**config.mk**
```make
export PLATFORM = sky130hd
export DESIGN_NAME = alu_ctrl_stage
export DESIGN_NICKNAME = d
export VERILOG_FILES = /design/src/rtl/alu_ctrl_stage.sv
export SDC_FILE = /design/constraint.sdc
export NUM_CORES = 1
export LEC_CHECK = 0
export BUFFER_PORTS_ARGS = -buffer_cell sky130_fd_sc_hd__buf_2
export CAP_MARGIN = 30
export CORE_UTILIZATION = 36
export DETAILED_ROUTE_END_ITERATION = 10
export SLEW_MARGIN = 30
export SYNTH_ARGS = -nofsm -noshare
export SYNTH_HDL_FRONTEND = slang
export SYNTH_SLANG_ARGS = --single-unit
```
**constraint.sdc**
```tcl
create_clock -name clk -period 2.12 [get_ports clk]
set_input_delay 0.424 -clock clk [delete_from_list [all_inputs] [get_ports clk]]
set_output_delay 0.424 -clock clk [all_outputs]
set_load 0.05 [all_outputs]
```
**src/rtl/alu_ctrl_stage.sv**
```systemverilog
// Registered ALU control stage: decodes ALUOp/Funct3/Funct7 into the ALU Operation code behind a two-entry skid buffer.
// Optional macro ALU_CTRL_ILLEGAL_CNT_EN adds a saturating 16-bit count of accepted illegal decodes.
module alu_ctrl_stage #(
  parameter int DATA_WIDTH    = 32,
  parameter int OPCODE_LENGTH = 4
) (
  input  logic                     clk,
  input  logic                     reset,
  input  logic                     in_valid,
  output logic                     in_ready,
  input  logic [1:0]               ALUOp,
  input  logic [2:0]               Funct3,
  input  logic [6:0]               Funct7,
  input  logic [DATA_WIDTH-1:0]    in_SrcA,
  input  logic [DATA_WIDTH-1:0]    in_SrcB,
  output logic                     out_valid,
  input  logic                     out_ready,
  output logic [OPCODE_LENGTH-1:0] Operation,
  output logic [DATA_WIDTH-1:0]    SrcA,
  output logic [DATA_WIDTH-1:0]    SrcB,
`ifdef ALU_CTRL_ILLEGAL_CNT_EN
  output logic [15:0]              illegal_count,
`endif
  output logic                     illegal
);

  typedef enum logic [1:0] {
    EMPTY = 2'd0,
    ONE   = 2'd1,
    TWO   = 2'd2
  } state_t;

  state_t state_q, state_d;

  logic [OPCODE_LENGTH-1:0] mainOp_q, mainOp_d, skidOp_q, skidOp_d;
  logic                     mainIll_q, mainIll_d, skidIll_q, skidIll_d;
  logic [DATA_WIDTH-1:0]    mainA_q, mainA_d, skidA_q, skidA_d;
  logic [DATA_WIDTH-1:0]    mainB_q, mainB_d, skidB_q, skidB_d;

  logic [OPCODE_LENGTH-1:0] decOp;
  logic                     decIll;
  logic                     inXfer, outXfer;

  always_comb begin
    decOp  = OPCODE_LENGTH'(4'b1111);
    decIll = 1'b1;
    unique case (ALUOp)
      2'b00: begin
        decOp  = OPCODE_LENGTH'(4'b0010);
        decIll = 1'b0;
      end
      2'b01: begin
        if (Funct3 == 3'b000) begin
          decOp  = OPCODE_LENGTH'(4'b1000);
          decIll = 1'b0;
        end else if (Funct3 == 3'b001) begin
          decOp  = OPCODE_LENGTH'(4'b1001);
          decIll = 1'b0;
        end
      end
      2'b10: begin
        if (Funct7 == 7'b0000000 && Funct3 == 3'b000) begin
          decOp  = OPCODE_LENGTH'(4'b0010);
          decIll = 1'b0;
        end else if (Funct7 == 7'b0000000 && Funct3 == 3'b111) begin
          decOp  = OPCODE_LENGTH'(4'b0000);
          decIll = 1'b0;
        end
      end
      default: begin
        decOp  = OPCODE_LENGTH'(4'b1111);
        decIll = 1'b1;
      end
    endcase
  end

  // Handshakes come from registered state only, so out_ready never reaches in_ready combinationally.
  assign in_ready  = (state_q != TWO);
  assign out_valid = (state_q != EMPTY);
  assign inXfer    = in_valid & in_ready;
  assign outXfer   = out_valid & out_ready;

  always_comb begin
    state_d   = state_q;
    mainOp_d  = mainOp_q;
    mainIll_d = mainIll_q;
    mainA_d   = mainA_q;
    mainB_d   = mainB_q;
    skidOp_d  = skidOp_q;
    skidIll_d = skidIll_q;
    skidA_d   = skidA_q;
    skidB_d   = skidB_q;
    unique case (state_q)
      EMPTY: begin
        if (inXfer) begin
          state_d   = ONE;
          mainOp_d  = decOp;
          mainIll_d = decIll;
          mainA_d   = in_SrcA;
          mainB_d   = in_SrcB;
        end
      end
      ONE: begin
        if (inXfer && outXfer) begin
          mainOp_d  = decOp;
          mainIll_d = decIll;
          mainA_d   = in_SrcA;
          mainB_d   = in_SrcB;
        end else if (outXfer) begin
          state_d = EMPTY;
        end else if (inXfer) begin
          state_d   = TWO;
          skidOp_d  = decOp;
          skidIll_d = decIll;
          skidA_d   = in_SrcA;
          skidB_d   = in_SrcB;
        end
      end
      TWO: begin
        if (outXfer) begin
          state_d   = ONE;
          mainOp_d  = skidOp_q;
          mainIll_d = skidIll_q;
          mainA_d   = skidA_q;
          mainB_d   = skidB_q;
        end
      end
      default: state_d = EMPTY;
    endcase
  end

  always_ff @(posedge clk) begin
    if (reset) begin
      state_q   <= EMPTY;
      mainOp_q  <= '0;
      mainIll_q <= 1'b0;
      mainA_q   <= '0;
      mainB_q   <= '0;
      skidOp_q  <= '0;
      skidIll_q <= 1'b0;
      skidA_q   <= '0;
      skidB_q   <= '0;
    end else begin
      state_q   <= state_d;
      mainOp_q  <= mainOp_d;
      mainIll_q <= mainIll_d;
      mainA_q   <= mainA_d;
      mainB_q   <= mainB_d;
      skidOp_q  <= skidOp_d;
      skidIll_q <= skidIll_d;
      skidA_q   <= skidA_d;
      skidB_q   <= skidB_d;
    end
  end

  assign Operation = mainOp_q;
  assign illegal   = mainIll_q;
  assign SrcA      = mainA_q;
  assign SrcB      = mainB_q;

`ifdef ALU_CTRL_ILLEGAL_CNT_EN
  logic [15:0] illCnt_q, illCnt_d;

  always_comb begin
    illCnt_d = illCnt_q;
    if (inXfer && decIll && illCnt_q != 16'hFFFF) begin
      illCnt_d = illCnt_q + 16'd1;
    end
  end

  always_ff @(posedge clk) begin
    if (reset) begin
      illCnt_q <= 16'd0;
    end else begin
      illCnt_q <= illCnt_d;
    end
  end

  assign illegal_count = illCnt_q;
`endif

endmodule

```
# Yosys cells after proc, flatten, opt, wreduce, memory -nomap -nowiden
# Index checks and enable logic that the tools add are counted.
# totals
ff_bits,140
output_inout_bits,71
latch_bits,0
mem_bits_rw,0
mem_count,0
elab_cells,69
mem_bits_ro,0
in_bits,80
# classes
n_eq_ne,12
div,0
mux,32
n_addsub,0
order_cmp,0
n_shift,0
multipliers,0
n_reduce_logical,12
bitwise_logic,4
# op_table
op,count
2-to-1 mux 32 bit,6
one-hot mux 32 bit (3 select lines),2
one-hot mux 4 bit (3 select lines),2
2-to-1 mux 4 bit,5
AND reduction 4 bit,3
2-to-1 mux 2 bit,5
"!= test 2 bit, second input constant",5
logical NOT 7 bit,1
2-to-1 mux 1 bit,7
2-to-1 mux 3 bit,2
one-hot mux 1 bit (3 select lines),2
one-hot mux 2 bit (3 select lines),1
"equality test 2 x 1 -> 1 bit, second input constant",2
"equality test 2 bit, second input constant",2
logical NOT 2 bit,2
"equality test 3 x 1 -> 1 bit, second input constant",1
"equality test 3 bit, second input constant",1
logical AND 1 bit,3
logical NOT 3 bit,1
"!= test 3 bit, second input constant",1
nonzero test 3 bit,1
bitwise AND 1 bit,2
NOT 1 bit,2
nonzero test 2 bit,1

# Depth between registers and ports, before layout
# Gate-level depths: netlist of run 1.
# depth
ltp_word,7
mapped_depth,7

# Worst setup path before layout of run 1
# OpenSTA, ideal clock, no wires.
# synth_timing
path_type,input -> register
start,input Funct7[2]
end,register mainOp_q[0] (netlist: Operation[0])
path_slack_ps,664
path_buffers,0
stages,4
arrival_time_ps,1315
path_cell_list,nor4_1 -> o211ai_1 -> o21ai_0 -> a311oi_1
# synth_between
elab_chain_len,7
# synth_rtl
element,line,rtl
from (decl),13,"input logic [6:0] Funct7,"
logical NOT 7 bit (*),"62, 65",
logical AND 1 bit,65,end else if (Funct7 == 7'b0000000 && Funct3 == 3'b111) begin
2-to-1 mux 4 bit,65,
2-to-1 mux 4 bit (*),62,if (Funct7 == 7'b0000000 && Funct3 == 3'b000) begin
one-hot mux 4 bit (3 select lines) (*),47,unique case (ALUOp)
2-to-1 mux 4 bit (on tied branches),"104, 95",
one-hot mux 4 bit (3 select lines) (*),93,unique case (state_q)
to (signal assigned),145,mainOp_q <= mainOp_d;
to (decl),35,"logic [OPCODE_LENGTH-1:0] mainOp_q, mainOp_d, skidOp_q, skidOp_d;"
# Every way passes the cells marked *; elsewhere a longest branch is shown, timed or not. The select of a mux whose other input is x is not followed.
# A chain may end at the register's enable or synchronous reset.

# Worst setup path after layout of run 1
# layout_timing
start,register state_q[1]
end,output in_ready
# layout_between
elab_chain_len,1
# layout_rtl
element,line,rtl
from (decl),33,"state_t state_q, state_d;"
from (signal assigned),144,state_q <= state_d;
!= test 2 bit,78,assign in_ready = (state_q != TWO);
to (decl),10,"output logic in_ready,"
# Every way passes these cells.

==> PnR_summary.wiki, run 1 <==
{| class="wikitable"
! Metric !! Value
|-
| Ys Warns || 0
|-
| Number of clock sinks || 138
|-
| Distinct cell type count after synthesis || 33
|-
| Max-slew headroom at the worst pin || 0.6897
|-
| Placed Cells incl. Taps || 993
|-
| Filler-free cell count of the finished design || 1025
|-
| Total negative slack || 0 ps
|-
| Leakage || 2.900 nW
|-
| Starting Density || 0.3734
|-
| Chip Height || about 130 µm
|-
| Count of boundary I/O pins || 151
|-
| Fraction of final layout cells sized beyond drive strength 1 || 0.2461
|-
| Critical path endpoint category || output port
|-
| Unrepaired setup endpoints after global routing || no
|-
| Total power per unit cell area || 984.6 nW/µm²
|-
| Post-layout nets || 908
|-
| Worst path required time || about 1700 ps
|-
| Final weighted congestion of routability-driven global placement || 0.7451
|-
| Number of buffers inserted to repair setup after CTS || 0
|-
| Number of core rows || 44
|-
| Startpoint types || flip-flop
|-
| Total CTS buffers || 17
|-
| Via count of the first global-routing pass || between 4000 and 5000
|-
| Setup violations, final || 0
|-
| Standard cell area after detailed placement || 6405 µm²
|-
| Post-Route WL || approximately 14000 µm
|-
| Area of the die || 15750 µm²
|-
| Tcrit/Tclk final || 0.9421
|-
| Initial detailed-routing violation count || 308
|-
| Average cell area after synthesis || 7.819 µm²
|-
| Worst-margin pin slew || 465.5 ps
|-
| GR Util All Layers || 0.1765
|-
| Clock root buffer master || sky130_fd_sc_hd__clkbuf_16
|-
| Final slew viol count || 0
|-
| TritonCTS clock tree || yes
|-
| Number of DRC violations after detailed routing || 8
|-
| H-tree levels || 4
|-
| Maximum resistive drop on vdd || 0.5218 mV
|-
| Number of search-and-repair iterations in the first detailed-routing pass || 9
|-
| First-pass GRT wire length || 22320 µm
|-
| Maximum fanout along the worst path || 16
|-
| Status || finished, violations left
|-
| Worst-skew pair later-pin latency || 410 ps
|-
| Input/output buffers || 150
|-
| CTS Hold Buffers Added || 0
|-
| Number of storage elements in the synthesis netlist || 138
|-
| Overflow left after global routing || 0
|-
| Hold violation count in the final report || 0
|-
| Mapped Nets || 782
|-
| Via count normalized by instance count || about 4.9
|-
| Most frequent standard cell in the layout excluding fill and tap cells || sky130_fd_sc_hd__nand2_1
|-
| Post-layout minimum cycle time || 1997 ps
|-
| Average detailed-routed wire length per instance || ~14 µm
|-
| Sum of net half-perimeters after detailed placement || 8590 µm
|-
| Resized Gates After CTS || 0
|-
| Via count || roughly 5000
|-
| Initial antenna violation count || 0
|-
| Reg clk slew, reported paths || approximately 60 ps
|-
| Largest net degree at the start of global routing || ~110
|-
| Post-Synthesis Cells || 702
|-
| Type of the worst min-delay path || primary input to flip-flop
|-
| ANT nets after route || 0
|-
| Sequential fraction of the synthesis area || 0.5033
|-
| Clk_skew || 8.034 ps
|-
| Post-Synthesis Cell Area || 5489 µm²
|-
| Count of antenna diodes in the layout || 0
|-
| Category of the critical setup timing path || flip-flop to output port
|-
| Post-Place Setup Slack || 386.8 ps
|-
| Maximum count of clock buffers along a single path || 2
|-
| Most frequent cells in the layout || sky130_fd_sc_hd__nand2_1, sky130_fd_sc_hd__buf_2, sky130_fd_sc_hd__dfxtp_1
|-
| Data arrival at the endpoint of the critical path || 1570 ps
|-
| Violations in the final reports || DRC
|-
| Standard cell core area || 14700 µm²
|-
| Number of max-cap violations || 0
|-
| Highest clock rate || 500.7 MHz
|-
| Synthesis-to-finish area growth || 27.51%
|-
| Horizontal extent of the die || between 100 and 150 µm
|-
| Area of all placed cells without fillers || 6999 µm²
|-
| Slack of the critical path || about 120 ps
|}
layer usage:
metal | vias up | global-route usage | wire, µm
li1 | 2633 | - | -
met1 | 2254 | 0.2340 | 6437
met2 | 101 | 0.2807 | 6646
met3 | 14 | 0.04193 | 621
met4 | 0 | 0.06026 | 184
met5 | - | 0 | 0
final cells by class:
cell class | count | area, µm²
fill | 1514 | 7700
sequential | 138 | 2763
multi-input combinational | 502 | 2445
timing repair buffer | 168 | 963.4
clock buffer | 26 | 509.2
tap | 184 | 230.2
clock inverter | 6 | 85.08
inverter | 1 | 3.754
stage by stage:
stage	power [mW]	utilization	hold WS, ps
after floorplan	3.692	-	436.6
after global placement	4.015	0.4357	443.2
after detailed placement	4.019	0.4357	446.5
after CTS	6.978	0.4762	242.8
after global routing	7.200	0.4762	254.5
final	6.891	0.4762	263.3
cells in the mapped netlist, drive strengths merged:
cell type | n | area (µm²)
a211oi | 1 | 7.510
a21oi | 67 | 335.3
a311oi | 69 | 604.3
and2 | 2 | 12.51
and3 | 1 | 6.260
and4b | 1 | 10.01
buf | 37 | 206.4
clkbuf | 24 | 90.09
dfxtp | 138 | 2763
inv | 1 | 3.750
mux2i | 1 | 10.01
nand2 | 260 | 975.9
nand2b | 3 | 26.27
nand3 | 2 | 10.01
nand3b | 1 | 7.510
nand4 | 1 | 6.260
nand4b | 1 | 8.760
nor2 | 74 | 277.8
nor2b | 3 | 21.27
nor3 | 2 | 10.01
nor4 | 1 | 6.260
o211ai | 1 | 7.510
o21ai | 5 | 28.78
o221ai | 1 | 8.760
o22a | 1 | 8.760
or2 | 1 | 6.260
or4b | 3 | 30.03
final timing paths:
| kind | slack [ps] | endpoint | cells past startpoint | from |
|---|---|---|---|---|
| hold reg to reg | 450 | skidB_q[6]$_SDFFE_PP0P_ | 2 | skidB_q[6]$_SDFFE_PP0P_ |
| setup reg to reg | 460 | skidOp_q[0]$_SDFFE_PP0P_ | 5 | state_q[0]$_SDFFE_PP0P_ |
| setup / recovery | 120 | in_ready | 3 | state_q[1]$_SDFFE_PP0P_ |
| hold / removal | 260 | skidB_q[22]$_SDFFE_PP0P_ | 3 | in_SrcB[22] |
kinds of logic after synthesis:
group	Yosys count	synth area share
buf+inv	62	0.05471
compound gates	145	0.1824
mux	1	0.001824
simple gates	356	0.2578
flops	138	0.5033
worst max-delay path, stage by stage, from the launching register on:
cell	delay [ps]
sky130_fd_sc_hd__dfxtp_1	370
sky130_fd_sc_hd__nor2b_4	170
sky130_fd_sc_hd__inv_2	270
sky130_fd_sc_hd__buf_2	350
state kept, by name, indices dropped and copies added, names as in the netlist:
register,flops
skidA_q,32
SrcB,32
skidB_q,32
SrcA,32
Operation,4
state_q,2
skidOp_q,4
power by group:
group          switching, mW  internal [mW]  total [mW]  leakage [nW]
registers             0.0819           2.76        2.84          1.13
logic                  0.806          0.310        1.12          1.48
clock network           1.05           1.89        2.94         0.287
total                   1.94           4.95        6.89          2.90
(Power assumes the default switching activity.)
==> inputs of run 2 (changes only) <==
--- a/config.mk
+++ b/config.mk
@@ -5,10 +5,12 @@
 export SDC_FILE = /design/constraint.sdc
 export NUM_CORES = 1
 export LEC_CHECK = 0
+export ABC_AREA = 1
 export BUFFER_PORTS_ARGS = -buffer_cell sky130_fd_sc_hd__buf_2
 export CAP_MARGIN = 30
 export CORE_UTILIZATION = 36
 export DETAILED_ROUTE_END_ITERATION = 10
+export SKIP_CTS_REPAIR_TIMING = 1
 export SLEW_MARGIN = 30
 export SYNTH_ARGS = -nofsm -noshare
 export SYNTH_HDL_FRONTEND = slang
==> PnR_summary.wiki, run 2 <==
{| class="wikitable"
! Metric !! Value
|-
| Cell count of the worst hold path || 2
|-
| Wl on met1 || around 7000 µm
|-
| Via count || 5517
|-
| Share of flip-flops with an asynchronous set or reset after synthesis || 0
|-
| Hold violation count in the final report || 0
|-
| Overflow left after global routing || 0
|-
| Start point of the worst hold path || reset
|-
| Switching power || 2.236 mW
|-
| Met2 wire length || ~6600 µm
|-
| Clock share of power || 0.375
|-
| FF-to-FF setup slack || 360 ps
|-
| Post-Route WL || 14600 µm
|-
| Worst min-delay path endpoint || state_q[1]$_SDFFE_PP0P_
|-
| Amount of wire on met3 after detailed routing || 703 µm
|-
| Setup violations, final || 0
|-
| Count of flip-flops with a built-in enable after synthesis || 0
|-
| Status || finished clean
|-
| Share of total power in sequential cells || 0.414
|-
| Top area cells in the synthesized netlist || sky130_fd_sc_hd__dfxtp_1, sky130_fd_sc_hd__nor2_1, sky130_fd_sc_hd__o21ai_0
|-
| Internal portion of total power || about 4.8 mW
|-
| Most common cell in the netlist || sky130_fd_sc_hd__nor2_1
|-
| Post-Synthesis Cells || 839
|-
| Highest clock rate || 495.4 MHz
|-
| Area of all placed cells without fillers || 7212 µm²
|-
| GR Util All Layers || 0.1795
|-
| Final weighted congestion of routability-driven global placement || roughly 0.72
|-
| Ys Warns || 0
|-
| Number of clock sinks || approximately 140
|-
| TritonCTS clock tree || yes
|-
| Sw frac || 0.3173
|-
| Category of the critical setup timing path || flip-flop to output port
|-
| Worst-skew pair later-pin latency || 420 ps
|-
| Predominant post-synthesis flop cell || sky130_fd_sc_hd__dfxtp_1
|-
| Mapped Nets || 919
|-
| Initial detailed-routing violation count || 362
|-
| Cell type with the largest total area after synthesis || sky130_fd_sc_hd__dfxtp_1
|-
| Cell types with the highest counts after synthesis || sky130_fd_sc_hd__nor2_1, sky130_fd_sc_hd__o21ai_0, sky130_fd_sc_hd__dfxtp_1, sky130_fd_sc_hd__nand2_1
|-
| Synthesis-to-finish area growth || 24.20%
|-
| Via count of the first global-routing pass || 4649
|-
| Initial antenna violation count || 2
|-
| Area of the die || 16640 µm²
|-
| Number of max-cap violations || 0
|-
| Maximum resistive drop on vdd || 0.5829 mV
|-
| Standard cell core area || 15830 µm²
|-
| Number of cells on the worst reg-to-reg path || 8
|-
| Chip Height || between 100 and 150 µm
|-
| Startpoint types || flip-flop
|-
| Maximum fanout along the worst path || 19
|-
| Number of DRC violations after detailed routing || 0
|-
| Max-slew headroom at the worst pin || 0.5202
|-
| Most frequent cells in the layout || sky130_fd_sc_hd__nor2_1, sky130_fd_sc_hd__o21ai_0, sky130_fd_sc_hd__buf_2
|-
| Largest net degree at the start of global routing || between 60 and 70
|-
| Leakage || between 3 and 4 nW
|-
| H-tree levels || 4
|-
| Average detailed-routed wire length per instance || 12.31 µm
|-
| Number of storage elements in the synthesis netlist || 138
|-
| Post-Place Setup Slack || 341.2 ps
|-
| Beginning of the worst register-to-register path || state_q[0]$_SDFFE_PP0P_
|-
| Worst-margin pin slew || 719.7 ps
|-
| ANT nets after route || 0
|-
| First-pass GRT wire length || 23310 µm
|-
| Top-area cell type share of the netlist area || 0.4758
|-
| Number of core rows || 46
|-
| Starting Density || 0.3669
|-
| Count of boundary I/O pins || roughly 150
|-
| Worst path required time || 1700 ps
|-
| Post-layout nets || 1040
|-
| Maximum count of clock buffers along a single path || 2
|-
| Clock root buffer master || sky130_fd_sc_hd__clkbuf_16
|-
| Power share of the combinational group || 0.211
|-
| Top layer in use || met5
|-
| Sum of net half-perimeters after detailed placement || 8985 µm
|-
| Fraction of final layout cells sized beyond drive strength 1 || 0.2033
|-
| Distinct cell type count after synthesis || 20
|-
| Endpoint of the most critical register-to-register path || SrcA[15]$_SDFFE_PP0P_
|-
| Critical path endpoint category || output port
|-
| Slack of the critical path || 101.4 ps
|-
| Data arrival at the endpoint of the critical path || 1590 ps
|-
| Total CTS buffers || 17
|-
| Post-Synthesis Cell Area || 5807 µm²
|-
| Tcrit/Tclk final || 0.9522
|-
| Average cell area after synthesis || 6.921 µm²
|-
| Number of search-and-repair iterations in the first detailed-routing pass || 5
|-
| Unrepaired setup endpoints after global routing || no
|-
| Clk_skew || around 3.7 ps
|-
| Total power per unit cell area || 977.2 nW/µm²
|-
| Most frequent standard cell in the layout excluding fill and tap cells || sky130_fd_sc_hd__nor2_1
|-
| Reg clk slew, reported paths || approximately 60 ps
|-
| Type of the worst min-delay path || primary input to flip-flop
|-
| Sequential fraction of the synthesis area || 0.4758
|-
| Via count normalized by instance count || 4.652
|-
| Standard cell area after detailed placement || 6686 µm²
|-
| Post-layout minimum cycle time || a little over 2000 ps
|-
| Input/output buffers || 150
|-
| Final slew viol count || 0
|-
| Horizontal extent of the die || between 100 and 150 µm
|}
## run 2: cell types whose count changed in the layout (fill, tap and decap cells not counted), sizes merged, moves of 3 or more
cell and change:
nand2 -131, nor2b -3, a21oi -33, o21ai +153, nand2b -3, buf -5, nand3 +45, or4b -3
a311oi -69, nor2 +149, inv +45
## run 2: worst max path at each step
stage | startpoint | end | slack [ps] | cells past startpoint
final | state_q[1]$_SDFFE_PP0P_ | in_ready | 100 | 3
after CTS | state_q[1]$_SDFFE_PP0P_ | in_ready | -2 | 3
after global placement | state_q[1]$_SDFFE_PP0P_ | SrcB[31]$_SDFFE_PP0P_ | 340 | 7
after global routing | state_q[1]$_SDFFE_PP0P_ | in_ready | 50 | 3
after detailed placement | state_q[0]$_SDFFE_PP0P_ | SrcA[17]$_SDFFE_PP0P_ | 340 | 8
after floorplan | state_q[1]$_SDFFE_PP0P_ | SrcA[24]$_SDFFE_PP0P_ | 630 | 7
## run 2: final cells by class
cell class,instances,area [µm²]
clock inverter,3,15.01
sequential,138,2766
tap,216,270.3
fill,1646,8616
clock buffer,25,505.5
inverter,47,180.2
timing repair buffer,163,898.4
antenna,1,2.502
multi-input combinational,593,2574
## run 2: critical path, cell delays in order, from the launching register on
cell                      delay (ps)
sky130_fd_sc_hd__dfxtp_4         410
sky130_fd_sc_hd__buf_4           210
sky130_fd_sc_hd__nand2_4         230
sky130_fd_sc_hd__buf_2           320
## run 2: cells by family (layout without fill, tap and decap cells)
group	after synthesis	count (layout)	share of synthesized area
AO/OA/AOI/OAI	193	193	0.1666
AND/OR/NAND/NOR	400	400	0.2745
other	0	1	0
buffers and inverters	108	238	0.08317
flip-flops	138	138	0.4758
## run 2: through the flow
| step | power (mW) | hold WS, ps | TNS (ps) | std cells | util |
|---|---|---|---|---|---|
| floorplan | 4.095 | 424.0 | 0 | 839 | - |
| global placement | 4.459 | 434.8 | 0 | 1157 | 0.4225 |
| detailed placement | 4.474 | 436.8 | 0 | 1157 | 0.4225 |
| CTS | 7.141 | 245.3 | -1.649 | 1185 | 0.4553 |
| global route | 7.401 | 261.6 | 0 | 1185 | 0.4555 |
| finish | 7.047 | 261.6 | 0 | 1186 | 0.4557 |
## run 2: routing by layer
layer / global-route usage / vias to the layer above
met5: 0 / -
met4: 0.06436 / 2
met3: 0.04532 / 16
met2: 0.2804 / 120
met1: 0.2396 / 2461
li1: - / 2918
## run 2: power groups by stage
stage,clock network [mW],logic (mW),registers [mW]
2_1_floorplan,0,0.584,3.51
3_3_place_gp,0,1.49,2.97
5_1_grt,2.83,1.63,2.94
3_5_place_dp,0,1.50,2.97
6_report,2.65,1.48,2.92
4_1_cts,2.72,1.50,2.92
